==> config.mk <==
export PLATFORM = sky130hd
export DESIGN_NAME = dm_arbiter
export DESIGN_NICKNAME = d
export VERILOG_FILES = /design/src/rtl/dm_arbiter.sv
export SDC_FILE = /design/constraint.sdc
export NUM_CORES = 1
export LEC_CHECK = 0
export ABC_AREA = 1
export CAP_MARGIN = 20
export CORE_UTILIZATION = 32
export DETAILED_ROUTE_END_ITERATION = 8
export PLACE_DENSITY = 0.88
export SLEW_MARGIN = 20
export SYNTH_ARGS = -nofsm -noshare
export SYNTH_HDL_FRONTEND = slang
export SYNTH_SLANG_ARGS = --single-unit
==> constraint.sdc <==
create_clock -name clk -period 2 [get_ports clk]
set_input_delay 0.2 -clock clk [delete_from_list [all_inputs] [get_ports clk]]
set_output_delay 0.2 -clock clk [all_outputs]
set_load 0.01 [all_outputs]
==> src/rtl/dm_arbiter.sv <==
// Two-port arbiter and sequencer in front of a single-port synchronous data memory.
// Serializes loads/stores, blocks out-of-range addresses and returns load data with a valid strobe.
//
// state | meaning
// IDLE  | no access in flight; arbitrate when any request is high
// ISSUE | grant pulse and memory strobe for the latched access
// RESP  | load data returned to the winner; next grant may be decided here
module dm_arbiter #(
    parameter int DEPTH        = 1024,
    parameter int DATA_W       = 32,
    parameter int RR_MODE      = 0,
    parameter int STARVE_LIMIT = 8
) (
    input  logic              clk,
    input  logic              rst_n,
    input  logic              p0_req,
    input  logic              p0_we,
    input  logic [31:0]       p0_addr,
    input  logic [DATA_W-1:0] p0_wdata,
    output logic              p0_gnt,
    output logic              p0_rvalid,
    output logic [DATA_W-1:0] p0_rdata,
    output logic              p0_err,
    input  logic              p1_req,
    input  logic              p1_we,
    input  logic [31:0]       p1_addr,
    input  logic [DATA_W-1:0] p1_wdata,
    output logic              p1_gnt,
    output logic              p1_rvalid,
    output logic [DATA_W-1:0] p1_rdata,
    output logic              p1_err,
    output logic              mem_read,
    output logic              mem_write,
    output logic [31:0]       mem_address,
    output logic [DATA_W-1:0] mem_data_write,
    input  logic [DATA_W-1:0] mem_data_read,
    output logic              busy
);

    localparam logic [1:0] S_IDLE  = 2'd0;
    localparam logic [1:0] S_ISSUE = 2'd1;
    localparam logic [1:0] S_RESP  = 2'd2;

    logic [1:0]        r_state;
    logic              r_sel;
    logic              r_we;
    logic              r_oor;
    logic              r_rr_last;
    logic [7:0]        r_starve;
    logic              r_gnt0;
    logic              r_gnt1;
    logic              r_err0;
    logic              r_err1;
    logic              r_rvalid0;
    logic              r_rvalid1;
    logic              r_mem_read;
    logic              r_mem_write;
    logic [31:0]       r_mem_addr;
    logic [DATA_W-1:0] r_mem_wdata;

    logic              w_decide;
    logic              w_sel;
    logic              w_we;
    logic [31:0]       w_addr;
    logic [DATA_W-1:0] w_wdata;
    logic              w_in_range;
    logic              w_p1_issuing;

    assign w_decide = (r_state == S_IDLE || r_state == S_RESP) && (p0_req || p1_req);

    always_comb begin
        w_sel = p1_req;
        if (p0_req && p1_req) begin
            if (RR_MODE != 0)
                w_sel = ~r_rr_last;
            else
                w_sel = (r_starve == 8'(STARVE_LIMIT));
        end
    end

    assign w_we       = w_sel ? p1_we    : p0_we;
    assign w_addr     = w_sel ? p1_addr  : p0_addr;
    assign w_wdata    = w_sel ? p1_wdata : p0_wdata;
    assign w_in_range = (w_addr < 32'(DEPTH));

    always_ff @(posedge clk or negedge rst_n) begin
        if (!rst_n) begin
            r_state     <= S_IDLE;
            r_sel       <= 1'b0;
            r_we        <= 1'b0;
            r_oor       <= 1'b0;
            r_rr_last   <= 1'b1;
            r_gnt0      <= 1'b0;
            r_gnt1      <= 1'b0;
            r_err0      <= 1'b0;
            r_err1      <= 1'b0;
            r_rvalid0   <= 1'b0;
            r_rvalid1   <= 1'b0;
            r_mem_read  <= 1'b0;
            r_mem_write <= 1'b0;
            r_mem_addr  <= '0;
            r_mem_wdata <= '0;
        end else begin
            r_gnt0      <= 1'b0;
            r_gnt1      <= 1'b0;
            r_err0      <= 1'b0;
            r_err1      <= 1'b0;
            r_rvalid0   <= 1'b0;
            r_rvalid1   <= 1'b0;
            r_mem_read  <= 1'b0;
            r_mem_write <= 1'b0;
            r_mem_addr  <= '0;
            r_mem_wdata <= '0;
            case (r_state)
                S_IDLE, S_RESP: begin
                    if (w_decide) begin
                        r_state     <= S_ISSUE;
                        r_sel       <= w_sel;
                        r_we        <= w_we;
                        r_oor       <= ~w_in_range;
                        r_rr_last   <= w_sel;
                        r_gnt0      <= ~w_sel;
                        r_gnt1      <= w_sel;
                        r_err0      <= ~w_sel & ~w_in_range;
                        r_err1      <= w_sel & ~w_in_range;
                        r_mem_read  <= ~w_we & w_in_range;
                        r_mem_write <= w_we & w_in_range;
                        // Out-of-range addresses never reach the memory bus.
                        if (w_in_range) begin
                            r_mem_addr  <= w_addr;
                            r_mem_wdata <= w_wdata;
                        end
                    end else begin
                        r_state <= S_IDLE;
                    end
                end
                S_ISSUE: begin
                    if (!r_we) begin
                        r_state   <= S_RESP;
                        r_rvalid0 <= ~r_sel;
                        r_rvalid1 <= r_sel;
                    end else begin
                        r_state <= S_IDLE;
                    end
                end
                default: r_state <= S_IDLE;
            endcase
        end
    end

    // Port 1's own grant cycle does not count as waiting.
    assign w_p1_issuing = (r_state == S_ISSUE) && r_sel;

    always_ff @(posedge clk or negedge rst_n) begin
        if (!rst_n) begin
            r_starve <= '0;
        end else if (RR_MODE != 0) begin
            r_starve <= '0;
        end else if (w_decide && w_sel) begin
            r_starve <= '0;
        end else if (p1_req && !w_p1_issuing && r_starve != 8'(STARVE_LIMIT)) begin
            r_starve <= r_starve + 8'd1;
        end
    end

    assign p0_gnt         = r_gnt0;
    assign p1_gnt         = r_gnt1;
    assign p0_err         = r_err0;
    assign p1_err         = r_err1;
    assign p0_rvalid      = r_rvalid0;
    assign p1_rvalid      = r_rvalid1;
    assign mem_read       = r_mem_read;
    assign mem_write      = r_mem_write;
    assign mem_address    = r_mem_addr;
    assign mem_data_write = r_mem_wdata;
    assign busy           = (r_state != S_IDLE);

    assign p0_rdata = (r_state == S_RESP && !r_sel && !r_oor) ? mem_data_read : '0;
    assign p1_rdata = (r_state == S_RESP &&  r_sel && !r_oor) ? mem_data_read : '0;

endmodule

==> impl_metrics.py, run 1 <==
metrics = {
    "sta": {
        "finalMaxSlewViolations": 0,
        "setup_ws_ns": -0.0897,
        "fin_crit_sh_pct": 104,
        "slew-limit-headroom_pct": 58.6,
        "hold_viol": 0,
        "tightestPinTransition_ns": 0.622,
        "max_freq_mhz": 479,
        "finClkSkew_ns": 0.00972,
        "grt_setup_unrepaired": "yes",
        "setup_viol": 46,
        "post-route-min-period_ns": 2.09,
    },
    "cells_and_area": {
        "multi_input_area_um2": 1740,
        "finalCoreUtilization_pct": 64.0,
        "fillers": 1046,
        "nNetsFinal": 1027,
        "diodes": 0,
        "ff_latch_area_um2": 2130,
        "stdcell_area_um2": 8170,
        "layout-drive-gt1-share_pct": 14.9,
        "fin_cells": 1036,
        "synthToLayoutAreaGrowth_pct": 92.6,
    },
    "routing": {
        "drt_iter0_drc": 219,
        "viasPerCell": 4.34,
        "drt_wl_total_mm": 14.5,
        "drc": 0,
        "wl_per_cell_um": 14.0,
        "via_count": 4501,
        "dr.pass1.iters": 4,
        "ant_nets": 0,
    },
    "clock_tree": {
        "worst_skew_pair.late_latency_ns": 0.33,
        "clk_pin_slew_worst_paths_ns": 0.07,
        "cts_sinks": 85,
        "cts_buffer_depth": 2,
        "cts_tree": "done",
        "cts-buffers-inserted": 9,
        "cts-htree-levels": 3,
        "ctsRootBufferMaster": "clkbuf_16",
    },
    "grt": {
        "grt_max_degree": 50,
        "grt_pass1_vias": 4266,
        "antenna_found_initial": 0,
        "grt_overflow": 0,
        "grt_pass1_wl_mm": 20.7,
        "track_usage_pct": 20.2,
    },
    "placed_design": {
        "dp_hpwl_mm": 11.3,
        "post-place-ws_ns": -0.104,
        "place_inst": 1004,
        "dpl_cell_area_um2": 7680,
        "port_buffers": 302,
        "gp_congestion": 0.855,
    },
    "worst_setup_path": {
        "critical_path.cell_chain": "inv_2 > ha_4 > nand3_4 > o21ai_4 > nand2_4 > buf_6 > nand2_2 > nand2_1 > nor2_1 > nand3_2 > nor2_4 > nand2_4 > buf_12 > nor2_2",
        "cpMostUsedCell": "nand2_4",
        "cp.arrival_ns": 2.35,
        "timing.rr.start": "r_starve[0]",
        "crit_path_max_incr_delay_ns": 0.40,
        "critPathKind": "reg -> reg",
        "critPathLaunchType": "flip-flop",
        "endpoint_kind": "flip-flop",
        "cp_slowest_cell": "dfrtp_1",
        "crit_path_start": "r_starve[0]",
        "crit_fanout": 29,
        "cp.required_ns": 2.26,
    },
    "floorplan": {
        "dieHeight_um": 117,
        "start_util_pct": 33.2,
        "die_w_um": 117,
        "ioPinCount": 303,
        "rows": 41,
        "die-area_um2": 13700,
        "core_area_um2": 12800,
    },
    "outcome": {
        "violations": "negative setup slack",
        "status": "finished with violations",
    },
    "pwr": {
        "p_switching_uw": 1350,
        "internal_power_uw": 3450,
        "powerDensity_nw_per_um2": 587,
        "leakagePower_uw": 0.00415,
        "power_frac_seq_pct": 38.7,
        "power_uw": 4800,
        "pwr-share-comb_pct": 28.2,
        "p_clk_share_pct": 33.1,
        "vdd_drop_max_mv": 0.380,
        "switching_share_pct": 28.1,
    },
    "synthesis": {
        "synth_area_per_cell_um2": 8.40,
        "synth-warning-count": 0,
        "ys_seq_elements": 85,
        "ys_types": 26,
        "netlist_instances": 505,
        "synth_area_um2": 4240,
        "yosysSeqAreaShare_pct": 50.1,
    },
    "run": {
        "cap_viol_max_count": 0,
    },
    "min_path": {
        "hold_path_class": "in -> async",
    },
}
power by group through the flow:
stage               clock network, uW  logic (uW)  registers, uW
floorplan                           0         478           1910
global placement                    0        1180           1880
detailed placement                  0        1200           1880
CTS                              1640        1260           1850
global route                     1720        1480           1860
finish                           1590        1350           1850
Yosys cell counts, drive strengths merged:
cell type / instances / share of area (%)
a22o: 42 / 8.7
o21ai: 11 / 1.6
conb: 1 / 0.088
ha: 2 / 0.59
nand3b: 7 / 1.2
a21oi: 8 / 0.94
dfrtp: 85 / 50
nor3: 5 / 0.59
inv: 98 / 8.7
buf: 14 / 2.6
or2: 1 / 0.15
nand4: 2 / 0.29
nand2: 73 / 6.8
clkbuf: 9 / 0.80
nand3: 17 / 2.2
nor2: 127 / 14
clkinv: 2 / 0.18
nor3b: 1 / 0.18
layout by cell type, fill, tap and decap left out, types with 3 or more instances in the layout:
master and instances:
conb_1 22, buf_6 5, a21oi_1 8, o21ai_0 6
nor3_1 5, buf_12 7, clkinvlp_4 3, buf_8 3
inv_2 5, inv_1 92, a22o_1 42, dlygate4sd2_1 62
nand2_2 4, dfrtp_1 85, nand2_1 67, nand3_1 13
clkdlybuf4s50_1 237, buf_4 26, clkbuf_16 10, nor2_1 80
nor2_2 42, nand3b_1 7, nor2_4 5, nand3_2 3
per-layer routing:
| metal | global-route usage (%) | routed length, um | vias to the layer above |
|---|---|---|---|
| li1 | - | - | 2226 |
| met1 | 19.9 | 4930 | 2056 |
| met2 | 40.0 | 8030 | 191 |
| met3 | 5.46 | 1070 | 28 |
| met4 | 7.76 | 431 | 0 |
| met5 | 0 | 0 | - |
flip-flops by register name, indices dropped and copies added, names as in the netlist:
| signal | flops |
|---|---|
| r_starve | 8 |
| mem_read | 1 |
| r_oor | 1 |
| p1_err | 1 |
| p0_rvalid | 1 |
| r_we | 1 |
| mem_data_write | 32 |
| p0_gnt | 1 |
| r_sel | 1 |
| p1_rvalid | 1 |
| mem_write | 1 |
| p0_err | 1 |
| p1_gnt | 1 |
| r_state | 2 |
| mem_address | 32 |
cell type report:
cell class	instances	share of cell area (%)
repair buffers	345	41.8
flip-flops and latches	85	26.0
multi-input cells	318	21.3
inverters	100	4.67
clock buffers	10	2.93
well taps	172	2.63
clock inverters	6	0.643
critical path: cells and delay by family, from the launching register on:
kind,cells,cell delay (ns)
flip-flops,1,0.40
buffers and inverters,3,0.43
adder cells (fa/ha/maj),1,0.14
AO/OA/AOI/OAI,1,0.18
AND/OR/NAND/NOR,9,0.85
worst paths after layout:
path	to	slack, ns	cells after the start
max	mem_data_write[10]	-0.09	14
min	mem_address[0]	0.43	2
max reg2reg	mem_data_write[10]	-0.09	14
min reg2reg	r_oor	0.48	2
max in group asynchronous	mem_data_write[7]	0.96	3
min in group clk	r_oor	0.48	2
kinds of logic (layout without fill, tap and decap cells):
group	count (synthesis)	after routing	share of synthesized area (%)
simple gates	233	233	25.8
buf+inv	123	461	12.2
flops	85	85	50.1
compound gates	61	61	11.2
fa+ha+maj	2	2	0.590
other cells	1	22	0.0884
stage by stage:
stage / setup TNS (ns) / hold slack [ns]
floorplan: 0 / -0.0956
global placement: -1.07 / 0.257
detailed placement: -3.78 / 0.263
CTS: -1.11 / 0.439
global route: -8.16 / 0.470
finish: -2.74 / 0.427
repair_timing:
action,in CTS,in global routing
setup endpoints to repair,108,55
gates resized for setup,85,20
pin swaps,0,1
endpoints found under the hold margin,48,0
buffers inserted,3,9
gates cloned,2,1
hold buffers,1,0
Note: power is estimated with default switching activity, not from simulation.
==> inputs of run 2 (changes only) <==
--- a/config.mk
+++ b/config.mk
@@ -7,10 +7,10 @@
 export LEC_CHECK = 0
 export ABC_AREA = 1
 export CAP_MARGIN = 20
-export CORE_UTILIZATION = 32
+export CORE_AREA = 2 2 117 119
 export DETAILED_ROUTE_END_ITERATION = 8
-export PLACE_DENSITY = 0.88
-export SLEW_MARGIN = 20
+export DIE_AREA = 0 0 119 121
+export PLACE_DENSITY = 0.86
 export SYNTH_ARGS = -nofsm -noshare
 export SYNTH_HDL_FRONTEND = slang
 export SYNTH_SLANG_ARGS = --single-unit
==> constraint.sdc (replaced) <==
create_clock -name clk -period 2.38 [get_ports clk]
set_input_delay 0.238 -clock clk [delete_from_list [all_inputs] [get_ports clk]]
set_output_delay 0.238 -clock clk [all_outputs]
set_load 0.01 [all_outputs]
==> impl_metrics.py, run 2 (same netlist as run 1, synthesis figures left out) <==
metrics = {
    "grt": {
        "grt_busiest_layer": "met2",
        "grt_util_met3_pct": 4.79,
        "grt_pass1_vias": 4219,
        "antenna_found_initial": 0,
        "track_usage_pct": 19.0,
        "grt_overflow": 0,
        "grt_max_degree": 48,
        "grt_util_met1_pct": 19.8,
        "use_met2_pct": 36.6,
        "grt_pass1_wl_mm": 21.5,
    },
    "routing": {
        "via_count": 4391,
        "viasPerCell": 4.33,
        "ant_nets": 0,
        "drt_iter0_drc": 156,
        "dr.pass1.iters": 4,
        "drt_wl_total_mm": 14.2,
        "drc": 0,
        "wl_per_cell_um": 14.0,
    },
    "cells_and_area": {
        "layout_commonest_cell": "clkdlybuf4s50_1",
        "diodes": 0,
        "fin_cells": 1013,
        "nNetsFinal": 1000,
        "final_cell_mix": "clkdlybuf4s50_1, inv_1, dfrtp_1, nor2_1, nand2_1",
        "fillers": 1075,
        "finalCoreUtilization_pct": 60.7,
        "synthToLayoutAreaGrowth_pct": 87.2,
        "stdcell_area_um2": 7940,
        "layout-drive-gt1-share_pct": 10.3,
    },
    "clock_tree": {
        "cts-buffers-inserted": 9,
        "worst_skew_pair.late_latency_ns": 0.33,
        "cts_sinks": 85,
        "ctsRootBufferMaster": "clkbuf_16",
        "cts_tree": "done",
        "clk_pin_slew_worst_paths_ns": 0.07,
        "cts-htree-levels": 3,
        "cts_buffer_depth": 2,
    },
    "floorplan": {
        "die_w_um": 119,
        "dieHeight_um": 121,
        "ioPinCount": 303,
        "core_area_um2": 13100,
        "start_util_pct": 32.4,
        "rows": 42,
        "die-area_um2": 14400,
    },
    "placed_design": {
        "place_inst": 992,
        "dpl_cell_area_um2": 7560,
        "port_buffers": 302,
        "dp_hpwl_mm": 11.0,
        "post-place-ws_ns": 0.156,
        "gp_congestion": 0.893,
    },
    "pwr": {
        "leakagePower_uw": 0.00369,
        "powerDensity_nw_per_um2": 491,
        "vdd_drop_max_mv": 0.313,
    },
    "worst_setup_path": {
        "timing.rr.start": "r_starve[0]",
        "r2r.worst_path.cells": 14,
        "crit_fanout": 32,
        "reg2reg_slack_ns": 0.19,
        "cp.arrival_ns": 2.00,
        "critPathLaunchType": "flip-flop",
        "critPathKind": "reg -> out",
        "endpoint_kind": "output port",
        "cp.required_ns": 2.14,
        "timing.rr.end": "mem_data_write[26]",
    },
    "sta": {
        "setup_viol": 0,
        "setup_ws_ns": 0.145,
        "hold_viol": 0,
        "post-route-min-period_ns": 2.23,
        "grt_setup_unrepaired": "no",
        "slew-limit-headroom_pct": 65.8,
        "finalMaxSlewViolations": 0,
        "finalSetupTns_ns": 0,
        "fin_crit_sh_pct": 93.9,
        "finClkSkew_ns": 0.00780,
        "tightestPinTransition_ns": 0.513,
        "max_freq_mhz": 448,
    },
    "run": {
        "cap_viol_max_count": 0,
    },
    "outcome": {
        "status": "completed",
    },
    "min_path": {
        "hold_path_class": "in -> async",
    },
}
[run 2: metrics by stage]
stage	hold WS (ns)	total power, uW
3_3_place_gp	0.236	2510
6_report	0.445	3900
2_1_floorplan	-0.0576	2000
3_5_place_dp	0.243	2530
4_1_cts	0.424	3920
5_1_grt	0.481	4090
[run 2: cell type report]
cell class | count | area (um2) | share of cell area [%]
Timing Repair Buffer | 318 | 3240 | 40.8
Sequential cell | 85 | 2130 | 26.8
Multi-Input combinational cell | 318 | 1680 | 21.1
Inverter | 100 | 379 | 4.78
Clock buffer | 9 | 225 | 2.84
Tap cell | 176 | 220 | 2.77
Clock inverter | 7 | 73.8 | 0.930
[run 2: how the worst max path moves through the flow]
stage	from	end	cells after the start
after floorplan	r_starve[0]	mem_address[0]	14
after global placement	p0_req	mem_data_write[31]	12
after detailed placement	p0_req	mem_data_write[0]	12
after CTS	r_state[0]	p1_rdata[28]	5
after global routing	r_starve[0]	mem_data_write[27]	14
final	r_state[0]	p1_rdata[12]	5
[run 2: worst max-delay path, cell delays in order (launching register included)]
cell             delay, ns
dfrtp_1               0.44
nor2_1                0.17
nand3_1               0.08
buf_4                 0.25
nor2_1                0.15
clkdlybuf4s50_1       0.57
[run 2: per-layer routing]
layer  wire (um)  part of all wire [%]
met4         343                   2.4
met2        7800                    55
met5           0                     0
met1        5070                    36
met3         937                   6.6
[run 2: what timing repair did]
| item | CTS | global route |
|---|---|---|
| endpoints found under the setup margin | 0 | 43 |
| buffers inserted | 0 | 3 |
| resized for setup | 0 | 5 |
| hold endpoints to repair | 38 | 0 |
| hold buffers | 1 | 0 |
[run 2: report_power, final]
group | internal [uW] | leakage, uW | switching (uW)
sequential | 1520 | 0.00112 | 51.1
combinational | 529 | 0.00242 | 431
clock | 742 | 0.000147 | 629
